**src/rtl/rename_stage.sv**
```systemverilog
// Single-issue register rename stage: speculative RAT, retirement RAT, free-queue interface
// and a one-entry output slice. Optional stall counter under RENAME_STALL_CNT_EN.
module rename_stage #(
  parameter int NUM_AREG  = 32,
  parameter int NUM_PREG  = 128,
  parameter int PAYLOAD_W = 32,
  localparam int AW = $clog2(NUM_AREG),
  localparam int PW = $clog2(NUM_PREG)
) (
`ifdef RENAME_STALL_CNT_EN
  output logic [31:0]          stall_cnt,
`endif
  input  logic                 clk,
  input  logic                 rst_n,
  input  logic                 in_valid,
  output logic                 in_ready,
  input  logic [AW-1:0]        in_rs1,
  input  logic [AW-1:0]        in_rs2,
  input  logic [AW-1:0]        in_rd,
  input  logic                 in_rd_wr,
  input  logic [PAYLOAD_W-1:0] in_payload,
  input  logic                 free_empty,
  input  logic [PW-1:0]        free_preg,
  output logic                 free_r_en,
  output logic                 free_w_en,
  output logic [PW-1:0]        free_preg_ret,
  output logic                 out_valid,
  input  logic                 out_ready,
  output logic [PW-1:0]        out_ps1,
  output logic [PW-1:0]        out_ps2,
  output logic [PW-1:0]        out_pd,
  output logic [PW-1:0]        out_pd_old,
  output logic [AW-1:0]        out_rd,
  output logic                 out_rd_wr,
  output logic [PAYLOAD_W-1:0] out_payload,
  input  logic                 ret_en,
  input  logic                 ret_squash,
  input  logic [AW-1:0]        ret_arch,
  input  logic [PW-1:0]        ret_new_preg,
  input  logic [PW-1:0]        ret_old_preg,
  input  logic                 flush
);

  logic [PW-1:0] rat  [NUM_AREG];
  logic [PW-1:0] rrat [NUM_AREG];

  logic          need_alloc;
  logic          accept;
  logic          commit;
  logic          push;
  logic [PW-1:0] push_preg;

  always_comb begin
    need_alloc = in_rd_wr & (in_rd != '0);
    in_ready   = (~out_valid | out_ready) & ~(need_alloc & free_empty) & ~flush;
    accept     = in_valid & in_ready;
    free_r_en  = accept & need_alloc;
    commit     = ret_en & ~ret_squash & (ret_arch != '0);
    push_preg  = ret_squash ? ret_new_preg : ret_old_preg;
    push       = ret_en & (ret_arch != '0) & (push_preg != '0);
  end

  always_ff @(posedge clk) begin
    if (rst_n) begin
      for (int unsigned i = 0; i < NUM_AREG; i++) begin
        rat[i]  <= PW'(i);
        rrat[i] <= PW'(i);
      end
      out_valid     <= 1'b0;
      out_ps1       <= '0;
      out_ps2       <= '0;
      out_pd        <= '0;
      out_pd_old    <= '0;
      out_rd        <= '0;
      out_rd_wr     <= 1'b0;
      out_payload   <= '0;
      free_w_en     <= 1'b0;
      free_preg_ret <= '0;
    end else begin
      // Flush restores from the RRAT with a same-cycle commit bypassed in;
      // accept cannot coincide with flush since in_ready is low then.
      if (flush) begin
        for (int unsigned i = 0; i < NUM_AREG; i++) rat[i] <= rrat[i];
        if (commit) rat[ret_arch] <= ret_new_preg;
      end else if (accept && need_alloc) begin
        rat[in_rd] <= free_preg;
      end

      if (commit) rrat[ret_arch] <= ret_new_preg;

      if (accept) begin
        out_valid   <= 1'b1;
        out_ps1     <= rat[in_rs1];
        out_ps2     <= rat[in_rs2];
        out_pd      <= need_alloc ? free_preg : '0;
        out_pd_old  <= need_alloc ? rat[in_rd] : '0;
        out_rd      <= in_rd;
        out_rd_wr   <= in_rd_wr;
        out_payload <= in_payload;
      end else if (flush || out_ready) begin
        out_valid <= 1'b0;
      end

      free_w_en <= push;
      if (push) free_preg_ret <= push_preg;
    end
  end

`ifdef RENAME_STALL_CNT_EN
  always_ff @(posedge clk) begin
    if (rst_n) begin
      stall_cnt <= '0;
    end else if (in_valid && !in_ready && need_alloc && free_empty && (stall_cnt != '1)) begin
      stall_cnt <= stall_cnt + 32'd1;
    end
  end
`endif

endmodule
```
**config.mk**
```make
export PLATFORM = sky130hd
export DESIGN_NAME = rename_stage
export DESIGN_NICKNAME = d
export VERILOG_FILES = /design/src/rtl/rename_stage.sv
export SDC_FILE = /design/constraint.sdc
export NUM_CORES = 1
export LEC_CHECK = 0
export ABC_AREA = 0
export ABC_CLOCK_PERIOD_IN_PS = 5310
export CORE_MARGIN = 2
export CORE_UTILIZATION = 55
export CTS_BUF_LIST = sky130_fd_sc_hd__clkbuf_4 sky130_fd_sc_hd__clkbuf_8
export DETAILED_ROUTE_END_ITERATION = 10
export PLACE_DENSITY = 0.84
export SLEW_MARGIN = 0
export SYNTH_ARGS = -nofsm -noshare
export SYNTH_HDL_FRONTEND = slang
export SYNTH_SLANG_ARGS = --single-unit
```
**constraint.sdc**
```tcl
create_clock -name clk -period 5.31 [get_ports clk]
set_input_delay 0.7965 -clock clk [delete_from_list [all_inputs] [get_ports clk]]
set_output_delay 0.7965 -clock clk [all_outputs]
set_load 0.02 [all_outputs]
```
Yosys cells after proc, flatten, opt, wreduce, memory -nomap -nowiden
Memory sizes are Yosys's and may differ from the RTL's. A register that Yosys moved wholly into a read port is not among the register bits. Cells that the tools add are included.

Memories kept: 2. Memory bits (writable): 448. Register bits after elaboration: 61.

Bitwise gates (word level): 47. Reductions and logical operators: 8. Muxes and demuxes: 58.

Memories: rat (depth 32, bits a word 7, rd ports 3, clocked after Yosys merged registers in 2, wr ports 33, line 44) `logic [PW-1:0] rat [NUM_AREG];`; rrat (depth 32, bits a word 7, rd ports 32, clocked after Yosys merged registers in 0, wr ports 32, line 45) `logic [PW-1:0] rrat [NUM_AREG];`.

Operators with widths (number): $mux W7 (37); $or A1 B1 Y1 (33); $mux W1 (19); $reduce_or A7 Y1 (2); $and A1 B1 Y1 (10); $mux W5 (2); $reduce_bool A5 Y1 (2); $reduce_bool A7 Y1 (1); $not A1 Y1 (4); $reduce_bool A2 Y1 (1); $logic_and A1 B1 Y1 (1); $logic_or A1 B1 Y1 (1).

Logic depth before layout (Yosys ltp)
Depth in word-level cells: 14. Depth in mapped cells: 9.

Least setup slack after synthesis
Ideal clock, no wire load.

Path kind: in2reg. From: input in_rd[1]. To: memory rat[11][0] in the netlist's numbering (enable). Buffers on the path: 2. Data arrival time: 2.597 ns. Setup time: 0.381 ns. Slack: 2.332 ns. Cell stages on the path: 7. Data required time: 4.929 ns. Path through: buf_4 -> nor3_2 -> a21oi_2 -> nor4b_4 -> buf_6 -> mux2_4 -> o21ai_0.

RTL lines: start: declaration (line 19) `input logic [AW-1:0] in_rd,`; end: declaration (line 44).

==> impl_metrics.tcl <==
set metrics [dict create \
    yosysMostFrequentCell "edfxtp_1" \
    fillers 3495 \
    post-place-ws_ps 1010 \
    core-area_sq_um 49000 \
    area_delta_synth_final_pct 14.5 \
    drive_gt1_frac 0.192 \
    grt_max_degree 94 \
    h-tree-depth 3 \
    row_count 81 \
    slew_headroom 0.120 \
    drt_iter0_markers 2783 \
    fin_crit_ps 3670 \
    drc_errors 0 \
    cp-start-kind "primary input" \
    synth_edf_count 448 \
    finalCritPeriodShare 0.691 \
    io_buffer_count 158 \
    fin_skew_ps 45.0 \
    fmax_ghz 0.272 \
    critPathArrivalTime_ps 3960 \
    ir_drop_v 0.000167 \
    tightest_slew_ps 1320 \
    holdBufCountCts 0 \
    synth_ff_type "edfxtp_1" \
    post_cts_buffers 0 \
    synth-seq-cells 523 \
    io_pins 159 \
    place_congestion 1.00 \
    slew_viol_final 0 \
    grt_util_all_layers 0.333 \
    hpwl_microns 57400 \
    status "completed" \
    grt_pass1_wl_microns 123000 \
    dr.pass1.iters 8 \
    drtAntennaViolNets 0 \
    antenna_found_initial 4 \
    cts_buffers 83 \
    nets 2337 \
    crit_type "in2reg" \
    dieArea_sq_um 51500 \
    synthTopCellsByCount "448 x edfxtp_1, 278 x mux2i_1, 235 x nand2_1, 153 x nor2_1, 151 x mux4_2" \
    yosysTopAreaCell "edfxtp_1" \
    p_per_area_nw_per_um2 316 \
    synth.avg_cell_area_sq_um 12.7 \
    final-hold-violation-count 0 \
    cts_sinks 523 \
    insertion_delay_ps 700 \
    total_power_mw 9.88 \
    start_util 0.558 \
    die_w_microns 227 \
    synthesis.area_sq_um 27300 \
    crit_fanout 22 \
    synth.area.top_cells "edfxtp_1 49%, mux4_2 12%, mux2i_1 10%, dfxtp_1 5.5%, nand2_1 3.2%" \
    async_flop_share 0 \
    maxCapViolCount 0 \
    utilization 0.639 \
    wl_microns 85200 \
    setup_tns_ps 0 \
    cts_buffer_depth 3 \
    endpoint_kind "flip-flop" \
    yosys.cell_types.count 56 \
    grt-ovfl-total 0 \
    setup_viol 0 \
    synth_seq_area_share 0.547 \
    path_clk_slew_ps 60 \
    synthCells 2148 \
    vias 19930 \
    worst_slack_ps 1640 \
    clockRootBuffer "clkbuf_8" \
    yosysTopAreaCellShare 0.492 \
    yosys_warnings 0 \
    cts_resized 0 \
    tritoncts "yes" \
    p_leak_nw 11.2 \
    worstPathRequired_ps 5600 \
    die_h_microns 227 \
    grt_pass1_vias 19292 \
    rsz0062_at_grt "false" \
    wl_per_cell_microns 28.5 \
    hold_path_class "reg2reg" \
    vias_per_cell 6.67 \
]
[layout by cell type, fill, tap and decap left out, types with 4 or more instances in the layout]
cell / count
a21oi_1: 71
a221o_1: 6
a221oi_1: 11
a22oi_1: 10
and2_1: 72
buf_12: 6
buf_4: 46
bufinv_16: 7
clkbuf_4: 19
clkbuf_8: 93
clkdlybuf4s50_1: 151
clkinv_1: 7
clkinv_2: 17
conb_1: 7
dfxtp_1: 75
edfxtp_1: 448
inv_1: 5
mux2_2: 5
mux2i_1: 271
mux2i_4: 6
mux4_2: 151
nand2_1: 235
nand2_2: 16
nand2b_1: 61
nand3_1: 21
nand3b_1: 14
nor2_1: 151
nor2_4: 14
nor3_1: 70
nor4_1: 13
o21ai_0: 17
o22ai_1: 59
or2_2: 31
or3_1: 75
or3b_2: 4
[layout make-up]
| class | instances | area (sq um) | share of cell area |
|---|---|---|---|
| antenna | 2 | 5.00 | 0.000160 |
| clock buffer | 112 | 1420 | 0.0455 |
| clock inverter | 38 | 390 | 0.0125 |
| inverter | 9 | 33.8 | 0.00108 |
| multi-input combinational | 1431 | 11700 | 0.372 |
| sequential | 523 | 15000 | 0.478 |
| tap | 664 | 831 | 0.0265 |
| timing repair buffer | 207 | 2000 | 0.0640 |
[registers in the layout (all words and copies together), names as in the netlist, 5 cells and up]
signal,count
rat,224
out_ps1,7
out_payload,32
out_rd,5
out_pd_old,7
free_preg_ret,7
rrat,224
out_pd,7
out_ps2,7
[where the power goes]
part	internal [mW]	switching (mW)	total, mW
Clock	2.11	1.69	3.79
Combinational	0.484	0.714	1.20
Sequential	4.72	0.171	4.89
Total	7.31	2.57	9.88
[worst max-delay path, stage by stage]
cell and delay [ps]:
clkdlybuf4s50_1 470, buf_4 210, nor2_1 110, a21oi_2 120, buf_4 190, nor4b_4 210, buf_4 550, mux2_4 440
o21ai_0 830
[layer usage]
layer / part of all wire / track usage
met1: 0.35 / 0.422
met2: 0.45 / 0.520
met3: 0.13 / 0.0866
met4: 0.063 / 0.192
met5: 0.0014 / 0
[kinds of logic (layout without fill, tap and decap cells)]
kind of cell	after synthesis	count (layout)	synth area share
flops	523	523	0.547
mux	438	438	0.231
compound gates	192	192	0.0439
buf+inv	200	366	0.0312
simple gates	794	794	0.147
other cells	1	9	0.000137
[metrics by stage]
step	cells	hold WS, ps	area [sq um]
after floorplan	2154	497	27300
after global placement	2834	437	29500
after detailed placement	2834	446	29500
after CTS	2984	455	31300
after global routing	2984	472	31300
final	2986	454	31300
[path summary, 6_finish.rpt]
| path | from | to | slack, ps | cells after the start |
|---|---|---|---|---|
| worst min-delay path | out_payload[27] | out_payload[27] | 450 | 2 |
| worst max-delay path | in_rd[4] | rat[10][3] | 1640 | 9 |
| worst max register to register | out_valid | rat[3][5] | 2100 | 6 |
| worst min register to register | out_payload[27] | out_payload[27] | 450 | 2 |
Power figures use the tool's default switching activity.
